### src/rtl/acquisition_controller_if.sv
`default_nettype none
// ============================================================================
// Module   : acquisition_controller_if
// Purpose  : Sample-RAM port and UART transmitter handshake of the
//            acquisition controller, bundled as one interface.
// Revision : 1.0 - initial release
// ============================================================================
interface acquisition_controller_if #(
    parameter int DATA_SIZE = 8,
    parameter int ADDR_SIZE = 10
);
    logic                 o_mem_we;
    logic [ADDR_SIZE-1:0] o_mem_addr;
    logic [DATA_SIZE-1:0] o_mem_wdata;
    logic [DATA_SIZE-1:0] i_mem_rdata;
    logic                 o_tx_start;
    logic [7:0]           o_tx_data;
    logic                 i_tx_busy;

    modport master (
        output o_mem_we, o_mem_addr, o_mem_wdata, o_tx_start, o_tx_data,
        input  i_mem_rdata, i_tx_busy
    );

    modport slave (
        input  o_mem_we, o_mem_addr, o_mem_wdata, o_tx_start, o_tx_data,
        output i_mem_rdata, i_tx_busy
    );
endinterface
`default_nettype wire

### src/rtl/acquisition_controller.sv
`default_nettype none
// ============================================================================
// Module   : acquisition_controller
// Purpose  : Captures DEPTH decimated samples into the sample RAM, then
//            streams them byte by byte to the UART transmitter.
//            Define ACQ_HEADER_EN to prefix the readout with {4'hA, decim}.
// Revision : 1.0 - initial release
// ============================================================================
module acquisition_controller #(
    parameter int DATA_SIZE = 8,
    parameter int ADDR_SIZE = 10,
    parameter int DEPTH     = 1024
) (
    input  logic                 i_clock,
    input  logic                 i_reset,
    input  logic                 i_cmd_reset,
    input  logic                 i_cmd_sample,
    input  logic                 i_cmd_set_decim,
    input  logic [3:0]           i_cmd_param,
    input  logic                 i_sample_valid,
    input  logic [DATA_SIZE-1:0] i_sample,
    acquisition_controller_if.master bus,
    output logic                 o_busy,
    output logic                 o_done
);

    localparam logic [ADDR_SIZE-1:0] c_last_addr = ADDR_SIZE'(DEPTH - 1);

    typedef enum logic [2:0] {
        S_IDLE    = 3'd0,
        S_CAPTURE = 3'd1,
        S_HEADER  = 3'd2,
        S_READ    = 3'd3,
        S_SEND    = 3'd4,
        S_WAIT_TX = 3'd5
    } state_t;

    state_t                r_state,       w_state_n;
    logic [3:0]            r_decim,       w_decim_n;
    logic [3:0]            r_cap_decim,   w_cap_decim_n;
    logic [3:0]            r_dcnt,        w_dcnt_n;
    logic [ADDR_SIZE-1:0]  r_addr,        w_addr_n;
    logic                  r_mem_we,      w_mem_we_n;
    logic [DATA_SIZE-1:0]  r_mem_wdata,   w_mem_wdata_n;
    logic                  r_tx_start,    w_tx_start_n;
    logic [7:0]            r_tx_data,     w_tx_data_n;
    logic                  r_done,        w_done_n;
    logic                  r_hdr_pend,    w_hdr_pend_n;
    logic                  r_cmd_sample_q;
    logic                  w_sample_rise;

    assign w_sample_rise = i_cmd_sample & ~r_cmd_sample_q;

    always_ff @(posedge i_clock) begin
        if (i_reset) begin
            r_state        <= S_IDLE;
            r_decim        <= 4'd0;
            r_cap_decim    <= 4'd0;
            r_dcnt         <= 4'd0;
            r_addr         <= '0;
            r_mem_we       <= 1'b0;
            r_mem_wdata    <= '0;
            r_tx_start     <= 1'b0;
            r_tx_data      <= 8'd0;
            r_done         <= 1'b0;
            r_hdr_pend     <= 1'b0;
            r_cmd_sample_q <= 1'b0;
        end else begin
            r_state        <= w_state_n;
            r_decim        <= w_decim_n;
            r_cap_decim    <= w_cap_decim_n;
            r_dcnt         <= w_dcnt_n;
            r_addr         <= w_addr_n;
            r_mem_we       <= w_mem_we_n;
            r_mem_wdata    <= w_mem_wdata_n;
            r_tx_start     <= w_tx_start_n;
            r_tx_data      <= w_tx_data_n;
            r_done         <= w_done_n;
            r_hdr_pend     <= w_hdr_pend_n;
            r_cmd_sample_q <= i_cmd_sample;
        end
    end

    always_comb begin
        w_state_n     = r_state;
        w_decim_n     = r_decim;
        w_cap_decim_n = r_cap_decim;
        w_dcnt_n      = r_dcnt;
        w_addr_n      = r_addr;
        w_mem_we_n    = 1'b0;
        w_mem_wdata_n = r_mem_wdata;
        w_tx_start_n  = 1'b0;
        w_tx_data_n   = r_tx_data;
        w_done_n      = 1'b0;
        w_hdr_pend_n  = r_hdr_pend;

        if (i_cmd_reset) begin
            w_state_n    = S_IDLE;
            w_hdr_pend_n = 1'b0;
        end else begin
            if (i_cmd_set_decim) begin
                w_decim_n = i_cmd_param;
            end
            case (r_state)
                S_IDLE: begin
                    // The factor is frozen here so a later set_decim only hits the next capture.
                    if (w_sample_rise && !i_cmd_set_decim) begin
                        w_state_n     = S_CAPTURE;
                        w_addr_n      = '0;
                        w_dcnt_n      = 4'd0;
                        w_cap_decim_n = r_decim;
                        w_hdr_pend_n  = 1'b0;
                    end
                end
                S_CAPTURE: begin
                    // r_addr points at the word being written while r_mem_we is high;
                    // it advances in the following cycle.
                    if (r_mem_we && (r_addr == c_last_addr)) begin
`ifdef ACQ_HEADER_EN
                        w_state_n = S_HEADER;
`else
                        w_state_n = S_READ;
`endif
                        w_addr_n  = '0;
                    end else begin
                        if (r_mem_we) begin
                            w_addr_n = r_addr + 1'b1;
                        end
                        if (i_sample_valid) begin
                            if (r_dcnt == 4'd0) begin
                                w_mem_we_n    = 1'b1;
                                w_mem_wdata_n = i_sample;
                                w_dcnt_n      = r_cap_decim;
                            end else begin
                                w_dcnt_n = r_dcnt - 1'b1;
                            end
                        end
                    end
                end
`ifdef ACQ_HEADER_EN
                S_HEADER: begin
                    if (!bus.i_tx_busy) begin
                        w_tx_data_n  = {4'hA, r_cap_decim};
                        w_tx_start_n = 1'b1;
                        w_hdr_pend_n = 1'b1;
                        w_state_n    = S_WAIT_TX;
                    end
                end
`endif
                S_READ: begin
                    w_state_n = S_SEND;
                end
                S_SEND: begin
                    if (!bus.i_tx_busy) begin
                        w_tx_data_n  = 8'(bus.i_mem_rdata);
                        w_tx_start_n = 1'b1;
                        w_state_n    = S_WAIT_TX;
                    end
                end
                S_WAIT_TX: begin
                    // Busy only rises the cycle after the start pulse, so that cycle is skipped.
                    if (!r_tx_start && !bus.i_tx_busy) begin
                        if (r_hdr_pend) begin
                            w_hdr_pend_n = 1'b0;
                            w_state_n    = S_READ;
                        end else if (r_addr == c_last_addr) begin
                            w_done_n  = 1'b1;
                            w_state_n = S_IDLE;
                        end else begin
                            w_addr_n  = r_addr + 1'b1;
                            w_state_n = S_READ;
                        end
                    end
                end
                default: begin
                    w_state_n = S_IDLE;
                end
            endcase
        end
    end

    assign bus.o_mem_we    = r_mem_we;
    assign bus.o_mem_addr  = r_addr;
    assign bus.o_mem_wdata = r_mem_wdata;
    assign bus.o_tx_start  = r_tx_start;
    assign bus.o_tx_data   = r_tx_data;
    assign o_busy          = (r_state != S_IDLE);
    assign o_done          = r_done;

endmodule
`default_nettype wire
### src/flat_wrapper.sv
// flat-port wrapper written by rule: the top's interface ports become plain ports
module acquisition_controller_flat 
#(
    parameter int DATA_SIZE = 8,
    parameter int ADDR_SIZE = 10,
    parameter int DEPTH     = 1024
)
  (i_clock, i_reset, i_cmd_reset, i_cmd_sample, i_cmd_set_decim, i_cmd_param, i_sample_valid, i_sample, o_busy, o_done, bus_o_mem_we, bus_o_mem_addr, bus_o_mem_wdata, bus_o_tx_start, bus_o_tx_data, bus_i_mem_rdata, bus_i_tx_busy);
  acquisition_controller_if #(.DATA_SIZE(DATA_SIZE), .ADDR_SIZE(ADDR_SIZE)) bus_i ();
  input  logic i_clock;
  input  logic i_reset;
  input  logic i_cmd_reset;
  input  logic i_cmd_sample;
  input  logic i_cmd_set_decim;
  input  logic [3:0] i_cmd_param;
  input  logic i_sample_valid;
  input  logic [DATA_SIZE-1:0] i_sample;
  output logic o_busy;
  output logic o_done;
  output wire logic [$bits(bus_i.o_mem_we)-1:0] bus_o_mem_we;
  output wire logic [$bits(bus_i.o_mem_addr)-1:0] bus_o_mem_addr;
  output wire logic [$bits(bus_i.o_mem_wdata)-1:0] bus_o_mem_wdata;
  output wire logic [$bits(bus_i.o_tx_start)-1:0] bus_o_tx_start;
  output wire logic [$bits(bus_i.o_tx_data)-1:0] bus_o_tx_data;
  input wire logic [$bits(bus_i.i_mem_rdata)-1:0] bus_i_mem_rdata;
  input wire logic [$bits(bus_i.i_tx_busy)-1:0] bus_i_tx_busy;
  assign bus_o_mem_we = bus_i.o_mem_we;
  assign bus_o_mem_addr = bus_i.o_mem_addr;
  assign bus_o_mem_wdata = bus_i.o_mem_wdata;
  assign bus_o_tx_start = bus_i.o_tx_start;
  assign bus_o_tx_data = bus_i.o_tx_data;
  assign bus_i.i_mem_rdata = bus_i_mem_rdata;
  assign bus_i.i_tx_busy = bus_i_tx_busy;
  acquisition_controller #(.DATA_SIZE(DATA_SIZE), .ADDR_SIZE(ADDR_SIZE), .DEPTH(DEPTH)) u_core (.i_clock(i_clock), .i_reset(i_reset), .i_cmd_reset(i_cmd_reset), .i_cmd_sample(i_cmd_sample), .i_cmd_set_decim(i_cmd_set_decim), .i_cmd_param(i_cmd_param), .i_sample_valid(i_sample_valid), .i_sample(i_sample), .bus(bus_i), .o_busy(o_busy), .o_done(o_done));
endmodule
### config.mk
export PLATFORM = sky130hd
export DESIGN_NAME = acquisition_controller_flat
export DESIGN_NICKNAME = d
export VERILOG_FILES = /design/src/rtl/acquisition_controller_if.sv /design/src/rtl/acquisition_controller.sv /design/src/flat_wrapper.sv
export SDC_FILE = /design/constraint.sdc
export NUM_CORES = 1
export LEC_CHECK = 0
export BUFFER_PORTS_ARGS = -buffer_cell sky130_fd_sc_hd__clkbuf_2
export CORE_AREA = 2 2 71 73
export DETAILED_ROUTE_END_ITERATION = 8
export DIE_AREA = 0 0 73 75
export PLACE_DENSITY_LB_ADDON = 0.08
export REMOVE_ABC_BUFFERS = 1
export SYNTH_ARGS = -nofsm -noshare
export SYNTH_HDL_FRONTEND = slang
export SYNTH_SLANG_ARGS = --single-unit
### constraint.sdc
create_clock -name i_clock -period 1.9 [get_ports i_clock]
set_input_delay 0.19 -clock i_clock [delete_from_list [all_inputs] [get_ports i_clock]]
set_output_delay 0.19 -clock i_clock [all_outputs]
set_load 0.05 [all_outputs]
==> results of run 1 <==
[path summary, 6_finish.rpt]
path / endpoint / depth (start not counted)
hold / removal: u_core.bus.o_tx_data[7]$_SDFFE_PP0P_ / 3
setup / recovery: u_core.bus.o_mem_addr[1]$_SDFFE_PP0P_ / 6
hold reg to reg: u_core.r_decim[0]$_SDFFE_PP0P_ / 2
setup reg to reg: u_core.bus.o_mem_addr[1]$_SDFFE_PP0P_ / 6
[power groups by stage]
| stage | combinational [uW] | clock (uW) | sequential [uW] |
|---|---|---|---|
| after global placement | 131 | 0 | 980 |
| after floorplan | 49.2 | 0 | 990 |
| after detailed placement | 132 | 0 | 980 |
| final | 137 | 608 | 957 |
| after CTS | 132 | 632 | 958 |
| after global routing | 152 | 672 | 958 |
[logic make-up after synthesis]
group	share of synthesized area (%)
simple gates	24.46
flops	43.48
compound gates	9.904
mux	13.04
buf+inv	4.348
xor+xnor	2.959
fa+ha+maj	1.812
[synthesized netlist by cell type, drive strengths merged (2+ instances only)]
master	instances
nand2b	3
or3	3
o21ai	5
or4	3
nor2	46
xnor2	6
nand4	2
inv	5
o211ai	4
nand2	7
nor2b	3
nor3b	2
mux2i	27
clkbuf	12
nor3	9
or2	2
and3	3
a21oi	14
a211oi	5
buf	3
nand3	7
dfxtp	45
nor4	3
ha	3
[cell type report]
class,count,area [um2]
clock buffers,5,68.82
clock inverters,3,21.27
fillers,446,1986
inverters,5,18.77
multi-input cells,167,1125
flip-flops and latches,45,904.6
well taps,54,67.56
repair buffers,81,469.2
[critical path, cell delays in order (launching register included)]
cell,delay [ns]
dfxtp_4,0.37
nor4b_4,0.30
buf_4,0.17
o211ai_4,0.07
or2_4,0.27
or4b_4,0.52
a21oi_2,0.12
[cells in the final DEF (no fill, tap or decap), types with 2 or more instances in the layout]
cell type and count:
xnor2_1 6, nand2b_1 3, dfxtp_1 44, nor2b_1 3, nor3_1 8, o21ai_0 5, inv_1 5, clkbuf_8 5
nor2_1 46, or4_4 2, a211oi_1 4, or3_1 3, nand3_1 6, nor4_1 3, clkbuf_2 56, ha_1 2
buf_4 23, o211ai_1 3, and3_1 3, nand2_1 7, nand4_1 2, a21oi_1 10, mux2i_1 27, a21oi_2 4
[routing by layer]
| metal | global-route usage [%] | vias up | wire length [um] |
|---|---|---|---|
| met2 | 25.73 | 52 | 1938 |
| met5 | 0 | - | 0 |
| met3 | 6.158 | 8 | 300 |
| met1 | 24.05 | 836 | 2304 |
| met4 | 7.407 | 0 | 73 |
| li1 | - | 956 | - |
[through the flow]
step           area, um2  setup TNS, ns  hold WS, ns
2_1_floorplan       2001         -3.911       0.2591
3_3_place_gp        2514              0       0.4176
3_5_place_dp        2514              0       0.4264
4_1_cts             2608              0       0.1053
5_1_grt             2675        -0.1314       0.1074
6_report            2675              0       0.1127
[registers in the layout, summed over array words and instances (netlist names)]
signal / flops
u_core.bus.o_mem_addr: 10
u_core.bus.o_mem_wdata: 8
u_core.bus.o_tx_data: 8
u_core.r_cap_decim: 4
u_core.r_dcnt: 4
u_core.r_decim: 4
u_core.r_state: 3
u_core.bus.o_mem_we: 1
u_core.bus.o_tx_start: 1
u_core.o_done: 1
u_core.r_cmd_sample_q: 1
[what timing repair did]
| action | 4_1_cts | 5_1_grt |
|---|---|---|
| pin swaps | 1 | 12 |
| hold endpoints to repair | 0 | 0 |
| buffers inserted | 0 | 2 |
| resized for setup | 1 | 14 |
| endpoints found under the setup margin | 2 | 18 |
| cloned | 0 | 1 |
| hold buffers | 0 | 0 |
==> results.yml, run 1 <==
status:
  status: "finished, final reports clean"
power_and_ir_drop:
  swShare_pct: 25.09
  p_comb_share_pct: 8.0
  p_leak_uw: 0.001230
  p_sw_uw: 427.0
  p_int_uw: 1275
  power.total_uw: 1702
  seq_power_share_pct: 56.2
  power_frac_clock_pct: 35.7
  vdd_drop_max_uv: 475.0
  cellPowerDensity_nw_per_um2: 636.2
timing:
  timing.final.crit_share_pct: 98.57
  max_freq_mhz: 534.0
  finalCriticalPeriod_ns: 1.873
  worst_pin_slew_ns: 0.4963
  slew_violations: 0
  relSlewSlack_pct: 66.86
  fin_ws_ns: 0.02722
  rsz0062_at_grt: "yes"
  hold_viol: 0
  setup_violations: 0
  clock_skew_ns: 0.003837
clock_network:
  cts_buffers: 5
  htreeDepth: 2
  cts_root_buffer: "clkbuf_8"
  cts.sinks: 45
  cts_buffer_depth: 2
  clk-insertion-delay-late_ns: 0.30
  cts_tree: "done"
  clk_pin_slew_worst_paths_ns: 0.09
synth:
  synth_top_area_share_pct: 43.48
  netlist_area_um2: 2072
  yosysWarnings: 0
  synth-edff-count: 0
  synth_cell_types: 39
  yosysTopAreaCell: "dfxtp_1"
  synthTopCellsByArea: "dfxtp_1, mux2i_1, nor2_1"
  async_flop_share_pct: 0
  syn_inst: 232
  synthFlopType: "dfxtp_1"
  ys_seq_area_share_pct: 43.48
  synth_seq_cells: 45
  syn_area_per_cell_um2: 8.931
floorplanning:
  die_y_um: 75
  die_x_um: 73
  io_pins: 57
  initial_core_util_pct: 44.46
  fp.dieArea_um2: 5475
  core_um2: 4661
  row_count: 25
min_path:
  hold_start: "bus_i_mem_rdata[7]"
  holdCritPathClass: "input port to flip-flop"
routing:
  wl_per_cell_um: 12.82
  drt_iter0_drc: 35
  drc: 0
  first_pass_iters: 4
  drt_wl_total_mm: 4.616
  via_count: 1852
  ant_nets: 0
  via_per_inst: 5.144
cells_and_area:
  antenna_cells: 0
  syn2layout_area_growth_pct: 29.11
  drive_gt1_share_pct: 34.97
  post-route-util_pct: 57.40
  layout.nets: 335
  instances_no_fill: 360
worst_setup_path:
  startpoint: "u_core.r_state[0]$_SDFFE_PP0P_"
  cp-start-kind: "flip-flop"
  cp_max_fo: 6
  end_kind: "flip-flop"
  r2r_slack_ns: 0.03
  path_class: "flip-flop to flip-flop"
  arrival_ns: 2.12
  cp.required_ns: 2.14
  r2r_start: "u_core.r_state[0]$_SDFFE_PP0P_"
placed_design:
  hpwlAfterDp_mm: 3.402
  pre_cts_ws_ns: 0.01733
  portBuffers: 56
  gp_congestion: 0.8298
  placedCellCount: 349
global_routing:
  grt_pass1_vias: 1694
  grt_usage_pct: 17.75
  grt_pass1_wl_mm: 7.507
  antenna_found_initial: 0
  grt_max_degree: 19
  grt_overflow_total: 0
run:
  drv_cap: 0
(Power assumes the default switching activity.)
==> inputs of run 2 (changes only) <==
--- a/config.mk
+++ b/config.mk
@@ -12,4 +12,5 @@
 export PLACE_DENSITY_LB_ADDON = 0.08
 export REMOVE_ABC_BUFFERS = 1
+export SETUP_SLACK_MARGIN = 0.05
 export SYNTH_ARGS = -nofsm -noshare
 export SYNTH_HDL_FRONTEND = slang
==> constraint.sdc (replaced) <==
create_clock -name i_clock -period 1.9 [get_ports i_clock]
set_input_delay 0.19 -clock i_clock [delete_from_list [all_inputs] [get_ports i_clock]]
set_output_delay 0.19 -clock i_clock [all_outputs]
set_load 0.1 [all_outputs]
==> results.yml, run 2 (same netlist as run 1, synthesis figures left out) <==
power_and_ir_drop:
  swShare_pct: 22.85
  power_frac_clock_pct: 38.9
  p_comb_share_pct: 8.2
  p_int_uw: 1395
  cellPowerDensity_nw_per_um2: 673.7
  power.total_uw: 1808
  vdd_drop_max_uv: 444.5
  p_sw_uw: 413.2
  p_leak_uw: 0.001232
  seq_power_share_pct: 52.9
floorplanning:
  io_pins: 57
  fp.dieArea_um2: 5475
  die_y_um: 75
  row_count: 25
  die_x_um: 73
  core_um2: 4661
  initial_core_util_pct: 44.46
timing:
  setup_tns_ns: 0
  timing.final.crit_share_pct: 93.49
  max_freq_mhz: 562.9
  relSlewSlack_pct: 63.56
  slew_violations: 0
  fin_ws_ns: 0.1236
  clock_skew_ns: 0.004485
  finalCriticalPeriod_ns: 1.776
  worst_pin_slew_ns: 0.5490
  rsz0062_at_grt: "no"
  hold_viol: 0
  setup_violations: 0
clock_network:
  cts.sinks: 45
  cts_root_buffer: "clkbuf_8"
  cts_buffers: 5
  cts_tree: "done"
  htreeDepth: 2
  hold_buffers: 0
  clk-insertion-delay-late_ns: 0.29
  cts_buffer_depth: 2
  clk_pin_slew_worst_paths_ns: 0.08
routing:
  ant_nets: 0
  first_pass_iters: 4
  via_count: 1836
  via_per_inst: 5.128
  drt_iter0_drc: 79
  wl_per_cell_um: 12.96
  drt_wl_total_mm: 4.638
  drc: 0
worst_setup_path:
  cp.required_ns: 2.13
  path_class: "flip-flop to flip-flop"
  end_kind: "flip-flop"
  cp_max_fo: 11
  cp-start-kind: "flip-flop"
  arrival_ns: 2.01
placed_design:
  hpwlAfterDp_mm: 3.386
  gp_congestion: 0.8285
  portBuffers: 56
  pre_cts_ws_ns: 0.04065
cells_and_area:
  antenna_cells: 0
  layout_common_cells: "clkbuf_2, nor2_1, dfxtp_1"
  layout.nets: 334
  layout_commonest_cell: "clkbuf_2"
  largest_reg_flops: 10
  multi_input_area_um2: 1122
  syn2layout_area_growth_pct: 29.53
  final-seq-area_um2: 904.6
  fill_cells: 413
  drive_gt1_share_pct: 33.55
run:
  drv_cap: 0
global_routing:
  grt_pass1_vias: 1615
  grt_max_degree: 19
  grt_pass1_wl_mm: 7.452
  grt_usage_pct: 17.70
  antenna_found_initial: 0
  grt_overflow_total: 0
status:
  status: "finished, final reports clean"
min_path:
  holdCritPathClass: "input port to flip-flop"
[run 2: routing by layer]
metal	vias up	share of wire (%)	GRT usage [%]
met3	7	5.6	5.087
li1	949	-	-
met1	835	51	25.29
met4	0	1.4	6.790
met5	-	0	0
met2	45	42	25.23
[run 2: stage by stage]
stage / util [%] / instances / hold WS, ns / area (um2)
after floorplan: - / 217 / 0.2591 / 2001
after global placement: 53.99 / 349 / 0.4176 / 2516
after detailed placement: 53.99 / 349 / 0.4264 / 2516
after CTS: 56.32 / 356 / 0.1131 / 2625
after global routing: 57.58 / 358 / 0.1080 / 2684
final: 57.58 / 358 / 0.1201 / 2684
[run 2: final timing paths]
kind / from / cells past startpoint / end / slack (ns)
worst max register to register: u_core.r_state[0]$_SDFFE_PP0P_ / 6 / u_core.bus.o_mem_addr[1]$_SDFFE_PP0P_ / 0.12
worst max-delay path: u_core.r_state[0]$_SDFFE_PP0P_ / 6 / u_core.bus.o_mem_addr[1]$_SDFFE_PP0P_ / 0.12
worst min register to register: u_core.bus.o_tx_data[3]$_SDFFE_PP0P_ / 2 / u_core.bus.o_tx_data[3]$_SDFFE_PP0P_ / 0.50
worst min-delay path: i_sample[1] / 3 / u_core.bus.o_mem_wdata[1]$_SDFFE_PP0P_ / 0.12
[run 2: timing repair]
item / in CTS / in global routing
pin swaps: 1 / 6
resized for setup: 2 / 12
endpoints found under the setup margin: 9 / 15
setup buffers: 0 / 1
gates cloned: 0 / 1
[run 2: worst max-delay path: stages, from the launching register on]
cell and delay (ns):
dfxtp_4 0.37, buf_4 0.17, o211ai_1 0.15, o211ai_4 0.12, or2_4 0.26, or4b_4 0.51, a21oi_2 0.12
[run 2: power groups by stage]
stage	Combinational (uW)	Clock [uW]	Sequential [uW]
floorplan	52.0	0	999
global placement	143	0	980
detailed placement	144	0	980
CTS	145	731	958
global route	163	759	958
finish	148	703	957
[run 2: area by class of cell]
class | instances | share of cell area (%)
timing repair buffer | 80 | 17.39
tap | 54 | 2.517
sequential | 45 | 33.71
inverter | 5 | 0.6993
clock inverter | 2 | 1.305
multi-input combinational | 167 | 41.82
clock buffer | 5 | 2.564
